## src/rtl/zone_alarm_ctrl.sv

```systemverilog
// zone_alarm_ctrl: multi-zone intruder alarm controller.
// Synchronises and debounces N_ZONES sensor pins plus the key switch, then runs the
// arming FSM (DISARMED -> EXIT -> ARMED -> ENTRY/ALARM) with per-zone bypass and
// first-trip zone capture.
// Optional feature: define ALARM_AUTO_SILENCE_EN to time-limit the siren to SIREN_CYC
// cycles per trip while the FSM stays in ALARM.
module zone_alarm_ctrl #(
  parameter int N_ZONES   = 4,
  parameter int DEB_CYC   = 16,
  parameter int EXIT_CYC  = 1000,
  parameter int ENTRY_CYC = 1000,
  parameter int SIREN_CYC = 5000
) (
  input  logic               clk,
  input  logic               rst_n,
  input  logic               key_i,
  input  logic [N_ZONES-1:0] zone_i,
  input  logic [N_ZONES-1:0] bypass_i,
  output logic               ready_o,
  output logic               armed_o,
  output logic               siren_o,
  output logic [N_ZONES-1:0] zone_lat_o,
  output logic [2:0]         state_o
);

  // Key switch rides along with the zones as the top bit of one debounce vector
  localparam int NB      = N_ZONES + 1;
  localparam int DW      = (DEB_CYC > 1) ? $clog2(DEB_CYC + 1) : 1;
  localparam int MAX_EE  = (EXIT_CYC > ENTRY_CYC) ? EXIT_CYC : ENTRY_CYC;
  localparam int MAX_CYC = (MAX_EE > SIREN_CYC) ? MAX_EE : SIREN_CYC;
  localparam int TW      = $clog2(MAX_CYC + 1);

  localparam logic [N_ZONES-1:0] ZONE0_MASK = N_ZONES'(1);
  localparam logic [N_ZONES-1:0] HIGH_MASK  = ~ZONE0_MASK;

  typedef enum logic [2:0] {
    S_DISARMED = 3'd0,
    S_EXIT     = 3'd1,
    S_ARMED    = 3'd2,
    S_ENTRY    = 3'd3,
    S_ALARM    = 3'd4
  } state_t;

  logic [NB-1:0]      w_pins;
  logic [NB-1:0]      r_sync1;
  logic [NB-1:0]      r_sync2;
  logic [NB-1:0]      r_deb;
  logic [DW-1:0]      r_debCnt [NB];

  logic [N_ZONES-1:0] w_debZone;
  logic               w_debKey;
  logic [N_ZONES-1:0] w_bypEff;
  logic [N_ZONES-1:0] w_active;
  logic               w_anyHigh;
  logic [N_ZONES-1:0] w_firstHigh;

  state_t             r_state;
  logic [TW-1:0]      r_timer;
  logic [N_ZONES-1:0] r_bypLat;
  logic [N_ZONES-1:0] r_zoneLat;
  logic               r_armed;
  logic               r_siren;

  assign w_pins    = {key_i, zone_i};
  assign w_debZone = r_deb[N_ZONES-1:0];
  assign w_debKey  = r_deb[N_ZONES];

  // While disarmed the live bypass switches decide readiness, so the user sees the
  // effect of a bypass before arming; once armed the latched copy is used.
  assign w_bypEff  = (r_state == S_DISARMED) ? bypass_i : r_bypLat;
  assign w_active  = w_debZone & ~w_bypEff;
  assign w_anyHigh = |(w_active & HIGH_MASK);

  assign ready_o    = ~|w_active;
  assign armed_o    = r_armed;
  assign siren_o    = r_siren;
  assign zone_lat_o = r_zoneLat;
  assign state_o    = r_state;

  // Two-flop synchroniser for every asynchronous pin
  always_ff @(posedge clk or negedge rst_n) begin
    if (!rst_n) begin
      r_sync1 <= '0;
      r_sync2 <= '0;
    end else begin
      r_sync1 <= w_pins;
      r_sync2 <= r_sync1;
    end
  end

  // Per-bit debounce: accept a new level only after DEB_CYC consecutive differing samples
  always_ff @(posedge clk or negedge rst_n) begin
    if (!rst_n) begin
      r_deb <= '0;
      for (int b = 0; b < NB; b++) r_debCnt[b] <= '0;
    end else begin
      for (int b = 0; b < NB; b++) begin
        if (r_sync2[b] != r_deb[b]) begin
          if (r_debCnt[b] == DW'(DEB_CYC - 1)) begin
            r_deb[b]    <= r_sync2[b];
            r_debCnt[b] <= '0;
          end else begin
            r_debCnt[b] <= r_debCnt[b] + DW'(1);
          end
        end else begin
          r_debCnt[b] <= '0;
        end
      end
    end
  end

  // One-hot of the lowest-index active zone above zone 0 (instant-alarm zones)
  always_comb begin
    w_firstHigh = '0;
    for (int k = N_ZONES - 1; k >= 1; k--) begin
      if (w_active[k]) begin
        w_firstHigh    = '0;
        w_firstHigh[k] = 1'b1;
      end
    end
  end

`ifdef ALARM_AUTO_SILENCE_EN
  logic [TW-1:0]      r_sirenTmr;
  logic [N_ZONES-1:0] r_actPrev;
  logic               w_newTrip;

  // A freshly opened zone other than the captured one counts as a new trip
  assign w_newTrip = |(w_active & ~r_actPrev & ~r_zoneLat);

  // Siren on-time: preloaded in the states that can enter ALARM, counted down in ALARM
  always_ff @(posedge clk or negedge rst_n) begin
    if (!rst_n) begin
      r_sirenTmr <= '0;
      r_actPrev  <= '0;
    end else begin
      r_actPrev <= w_active;
      if (r_state == S_ARMED || r_state == S_ENTRY) begin
        r_sirenTmr <= TW'(SIREN_CYC);
      end else if (r_state == S_ALARM) begin
        if (r_sirenTmr == '0 && w_newTrip) r_sirenTmr <= TW'(SIREN_CYC);
        else if (r_sirenTmr != '0)         r_sirenTmr <= r_sirenTmr - TW'(1);
      end else begin
        r_sirenTmr <= '0;
      end
    end
  end
`endif

  // Arming FSM with registered armed/siren outputs; disarm always wins, then k>0 trips, then zone 0
  always_ff @(posedge clk or negedge rst_n) begin
    if (!rst_n) begin
      r_state   <= S_DISARMED;
      r_timer   <= '0;
      r_bypLat  <= '0;
      r_zoneLat <= '0;
      r_armed   <= 1'b0;
      r_siren   <= 1'b0;
    end else begin
      case (r_state)
        S_DISARMED: begin
          if (w_debKey && ready_o) begin
            r_state   <= S_EXIT;
            r_bypLat  <= bypass_i;
            r_timer   <= TW'(EXIT_CYC);
            r_zoneLat <= '0;
            r_armed   <= 1'b1;
          end
        end
        S_EXIT: begin
          if (!w_debKey) begin
            r_state <= S_DISARMED;
            r_timer <= '0;
            r_armed <= 1'b0;
          end else if (r_timer <= TW'(1)) begin
            r_state <= S_ARMED;
            r_timer <= '0;
          end else begin
            r_timer <= r_timer - TW'(1);
          end
        end
        S_ARMED: begin
          if (!w_debKey) begin
            r_state <= S_DISARMED;
            r_armed <= 1'b0;
          end else if (w_anyHigh) begin
            r_state   <= S_ALARM;
            r_zoneLat <= w_firstHigh;
            r_siren   <= 1'b1;
          end else if (w_active[0]) begin
            r_state   <= S_ENTRY;
            r_timer   <= TW'(ENTRY_CYC);
            r_zoneLat <= ZONE0_MASK;
          end
        end
        S_ENTRY: begin
          if (!w_debKey) begin
            r_state <= S_DISARMED;
            r_timer <= '0;
            r_armed <= 1'b0;
          end else if (w_anyHigh || r_timer <= TW'(1)) begin
            r_state <= S_ALARM;
            r_timer <= '0;
            r_siren <= 1'b1;
          end else begin
            r_timer <= r_timer - TW'(1);
          end
        end
        S_ALARM: begin
          if (!w_debKey) begin
            r_state <= S_DISARMED;
            r_armed <= 1'b0;
            r_siren <= 1'b0;
          end else begin
`ifdef ALARM_AUTO_SILENCE_EN
            r_siren <= (r_sirenTmr > TW'(1)) || (r_sirenTmr == '0 && w_newTrip);
`else
            r_siren <= 1'b1;
`endif
          end
        end
        default: begin
          r_state <= S_DISARMED;
          r_armed <= 1'b0;
          r_siren <= 1'b0;
        end
      endcase
    end
  end

endmodule
```

## config.mk

```make
export PLATFORM = sky130hd
export DESIGN_NAME = zone_alarm_ctrl
export DESIGN_NICKNAME = d
export VERILOG_FILES = /design/src/rtl/zone_alarm_ctrl.sv
export SDC_FILE = /design/constraint.sdc
export NUM_CORES = 1
export LEC_CHECK = 0
export CORE_UTILIZATION = 57
export CTS_CLUSTER_SIZE = 14
export DETAILED_ROUTE_END_ITERATION = 7
export GPL_TIMING_DRIVEN = 0
export PLACE_DENSITY = 0.78
export SETUP_SLACK_MARGIN = 0.02
export SYNTH_ARGS = -nofsm -noshare
export SYNTH_HDL_FRONTEND = slang
export SYNTH_SLANG_ARGS = --single-unit
```

## constraint.sdc

```tcl
create_clock -name clk -period 3.38 [get_ports clk]
set_input_delay 1.014 -clock clk [delete_from_list [all_inputs] [get_ports clk]]
set_output_delay 1.014 -clock clk [all_outputs]
set_load 0.005 [all_outputs]
```

==> metrics.md, run 1 <==
| Metric | Value |
|---|---|
| VDD IR-drop max | `just under 300 uV` |
| Synthesized instance count | `285` |
| Total I/O pin count | `21` |
| Port Buffers | `20` |
| Kind of critical path | `input pin to output port` |
| Average via count per standard cell | `between 5 and 6` |
| Vias | `around 2,200` |
| Slew at the pin closest to its max-slew limit | `around 0.8 ns` |
| Async set-reset flop share out of synthesis | `1.00` |
| Die extent in y | `approximately 75 um` |
| Status | `finished, final reports clean` |
| H-tree Lvls | `3` |
| Final cycle utilization of the critical path | `0.948` |
| Clock Sink Count | `66` |
| Clock-pin slew on the worst setup and hold paths | `~0.060 ns` |
| Startpoint kind of the worst setup timing path | `input pin` |
| Highest net fanout along the worst path | `2` |
| Layout fillers | `just over 400` |
| Drc violations | `0` |
| Deepest clock path buffer count | `2` |
| Overall die area | `approximately 5700 um2` |
| Die extent in x | `around 75 um` |
| Floorplan Core Area | `a little over 5000 um2` |
| Routed wire length | `5.48 mm` |
| Last weighted congestion value of the routability-driven placer | `0.836` |
| Clock tree from TritonCTS | `yes` |
| Yosys reg bits | `66` |
| Post-route core utilization | `0.702` |
| First-pass GRT wire length | `about 9 mm` |
| Endpoint class of the critical path | `output port` |
| Final worst clock skew | `~0.011 ns` |
| RSZ-0062 raised after global routing | `false` |
| Pre-Repair DR Iteration Count | `4` |
| Average detailed-routed wire length per instance | `around 14 um` |
| Shortest period the worst path allows | `3.20 ns` |
| Count of maximum capacitance violations | `0` |
| Master of the slowest instance on the critical path | `clkdlybuf4s50_1` |
| Starting Density | `0.595` |
| Area overhead of the layout relative to synthesis | `18.0%` |
| Top achievable clock speed | `0.312 GHz` |
| Global-route total usage across every layer | `0.221` |
| Average size of a mapped cell | `approximately 11 um2` |
| Count of final max-slew check failures | `0` |
| Required arrival time at the worst endpoint | `between 2 and 2.5 ns` |
| Nets@finish | `approximately 340` |
| Pin count of the biggest net entering global routing | `67` |
| Antenna cells | `0` |
| Slack of the critical path | `between 0.15 and 0.2 ns` |
| Root buffer cell | `clkbuf_8` |
| Post-synthesis instance area | `approximately 3000 um2` |
| Clock buffer count from CTS | `9` |
| Final antenna-violating net count | `0` |
| Share of layout cells above drive strength 1 | `0.149` |
| Register area share after synthesis | `0.540` |
| Commonest register cell after synthesis | `dfrtp_1` |
| WP data arrival | `roughly 2.2 ns` |
| Power density cells | `431 nW/um2` |
| Antenna violations before repair | `0` |
| Mapped Nets | `approximately 300` |
| Hold buffer count at CTS | `0` |
| Final hold slack | `~0.35 ns` |
| Minimum setup slack after placement | `-0.437 ns` |
| Class of the most critical hold timing path | `flip-flop to flip-flop` |
| Iteration-0 DRC count of the detailed router | `145` |
| LEAKAGE | `0.00172 uW` |
| Setup violation total in the final timing report | `0` |
| Num rows | `26` |
| Leftover overflow at the end of global routing | `0` |
| Number of global-route vias before repair | `around 2,100` |
| Slowest Stage Delay on Critical Path | `between 0.4 and 0.5 ns` |
| Post-synth EDFFs | `0` |
| HPWL reported at the end of detailed placement | `around 3.6 mm` |
| Critical path cell sequence | `clkdlybuf4s50_1 -> nor2b_1 -> mux2i_1 -> nand3_2 -> nor2_2 -> clkbuf_2` |
| Area taken by flip-flops and latches | `between 1500 and 2000 um2` |
| Area occupied by multi-input gates | `approximately 1300 um2` |
| Final hold violation count | `0` |
| Synth unique cells | `47` |
| Ys Warns | `0` |
| Normalized max-slew margin | `0.470` |
| Later-pin clock latency in the skew report | `0.34 ns` |
==> worst paths after layout <==
| kind | endpoint | slack, ns | start | cells after the start |
|---|---|---|---|---|
| worst min-delay path | r_sync2[4] | 0.35 | r_sync1[4] | 0 |
| worst min register to register | r_sync2[4] | 0.35 | r_sync1[4] | 0 |
| min in group asynchronous | r_debCnt[10] | 0.77 | rst_n | 1 |
| max in group asynchronous | r_debCnt[18] | 2.10 | rst_n | 1 |
| worst max-delay path | ready_o | 0.18 | bypass_i[3] | 6 |
| worst max register to register | zone_lat_o[2] | 0.60 | state_o[0] | 10 |
==> power breakdown <==
part / total (uW) / internal (uW) / switching [uW]
combinational: 64.8 / 29.4 / 35.4
clock: 655 / 381 / 275
sequential: 834 / 815 / 18.1
==> per-layer routing <==
| layer | up-vias | part of all wire | track usage |
|---|---|---|---|
| met4 | 0 | 0.023 | 0.121 |
| met5 | - | 0 | 0 |
| li1 | 1060 | - | - |
| met3 | 12 | 0.043 | 0.0602 |
| met1 | 1054 | 0.47 | 0.282 |
| met2 | 44 | 0.47 | 0.345 |
==> through the flow <==
step	total power, uW	instances	area, um2	TNS [ns]
finish	1550	399	3610	0
global route	1620	399	3610	0
CTS	1570	396	3580	0
detailed placement	915	375	3340	-0.437
global placement	912	375	3350	-54.07
floorplan	877	285	3060	0
==> flip-flops by register name (all words and copies together), names as in the netlist <==
| name | count |
|---|---|
| armed_o | 1 |
| r_bypLat | 4 |
| r_deb | 5 |
| r_debCnt | 25 |
| r_sync1 | 5 |
| r_sync2 | 5 |
| r_timer | 13 |
| siren_o | 1 |
| state_o | 3 |
| zone_lat_o | 4 |
==> worst max-delay path: cells and delay by family <==
family / cells / cell delay, ns
buffers and inverters: 2 / 0.61
muxes: 1 / 0.25
and+or+nand+nor: 3 / 0.32
==> cell families after synthesis <==
logic type / synth area share
xor gates and xnor gates: 0.0458
DFF: 0.540
adders and majority gates: 0.0286
muxes: 0.0745
buffers and inverters: 0.0315
AOI/OAI and AO/OA: 0.0917
and+or+nand+nor: 0.188
==> layout make-up <==
class / instances / share of cell area
Tap cell: 70 / 0.0243
Timing Repair Buffer: 28 / 0.0701
Clock inverter: 2 / 0.00971
Inverter: 11 / 0.0114
Sequential cell: 66 / 0.458
Multi-Input combinational cell: 201 / 0.366
Buffer: 7 / 0.0153
Clock buffer: 14 / 0.0451
==> synthesized netlist by cell type (all sizes together) (3+ instances only) <==
cell type | instances | area (um2)
nor3 | 8 | 51.3
nand3 | 17 | 90.1
mux2i | 4 | 40.0
a21boi | 3 | 22.5
inv | 11 | 41.3
nor2 | 33 | 126
nand2 | 21 | 86.3
dfrtp | 66 | 1650
xor2 | 15 | 131
a21oi | 18 | 90.1
buf | 4 | 33.8
and3 | 6 | 37.5
and2 | 8 | 51.3
mux2 | 14 | 188
ha | 7 | 87.6
nor2b | 7 | 43.8
o21ai | 15 | 75.1
clkbuf | 3 | 21.3
==> cells in the final DEF (no fill, tap or decap), types with 2 or more instances in the layout <==
| cell | Yosys | routed |
|---|---|---|
| nand3_1 | 16 | 16 |
| nand2b_1 | 2 | 2 |
| inv_1 | 11 | 11 |
| and3_1 | 6 | 6 |
| mux2_2 | 5 | 5 |
| buf_4 | 1 | 10 |
| a22o_1 | 2 | 2 |
| xor2_1 | 15 | 15 |
| mux2i_1 | 4 | 3 |
| clkbuf_1 | 2 | 5 |
| o31ai_1 | 2 | 2 |
| dfrtp_1 | 66 | 66 |
| and2_1 | 7 | 7 |
| o21ai_0 | 15 | 15 |
| a21oi_1 | 18 | 18 |
| clkdlybuf4s50_1 | 0 | 18 |
| buf_6 | 2 | 2 |
| or3_1 | 2 | 2 |
| mux2_4 | 8 | 8 |
| nor2b_1 | 7 | 7 |
| a31oi_1 | 2 | 2 |
| nor3_1 | 7 | 7 |
| nand2_1 | 20 | 20 |
| ha_1 | 7 | 7 |
| nor4_1 | 2 | 2 |
| a21boi_0 | 3 | 3 |
| nor2_1 | 32 | 31 |
| clkbuf_8 | 1 | 12 |
==> repair_timing <==
item / in CTS / in global routing
setup endpoints to repair: 1 / 1
buffers inserted: 5 / 3
gates resized for setup: 3 / 3
gates cloned: 0 / 0
endpoints found under the hold margin: 0 / 0
pin swaps: 2 / 2
(Power assumes the default switching activity.)
==> inputs of run 2 (changes only) <==
--- a/config.mk
+++ b/config.mk
@@ -5,8 +5,9 @@
 export SDC_FILE = /design/constraint.sdc
 export NUM_CORES = 1
 export LEC_CHECK = 0
+export ABC_CLOCK_PERIOD_IN_PS = 3380
 export CORE_UTILIZATION = 57
-export CTS_CLUSTER_SIZE = 14
+export CTS_CLUSTER_DIAMETER = 100
 export DETAILED_ROUTE_END_ITERATION = 7
 export GPL_TIMING_DRIVEN = 0
 export PLACE_DENSITY = 0.78
==> results of run 2 <==
The final DEF is identical to that of run 1; final timing and power are the same.
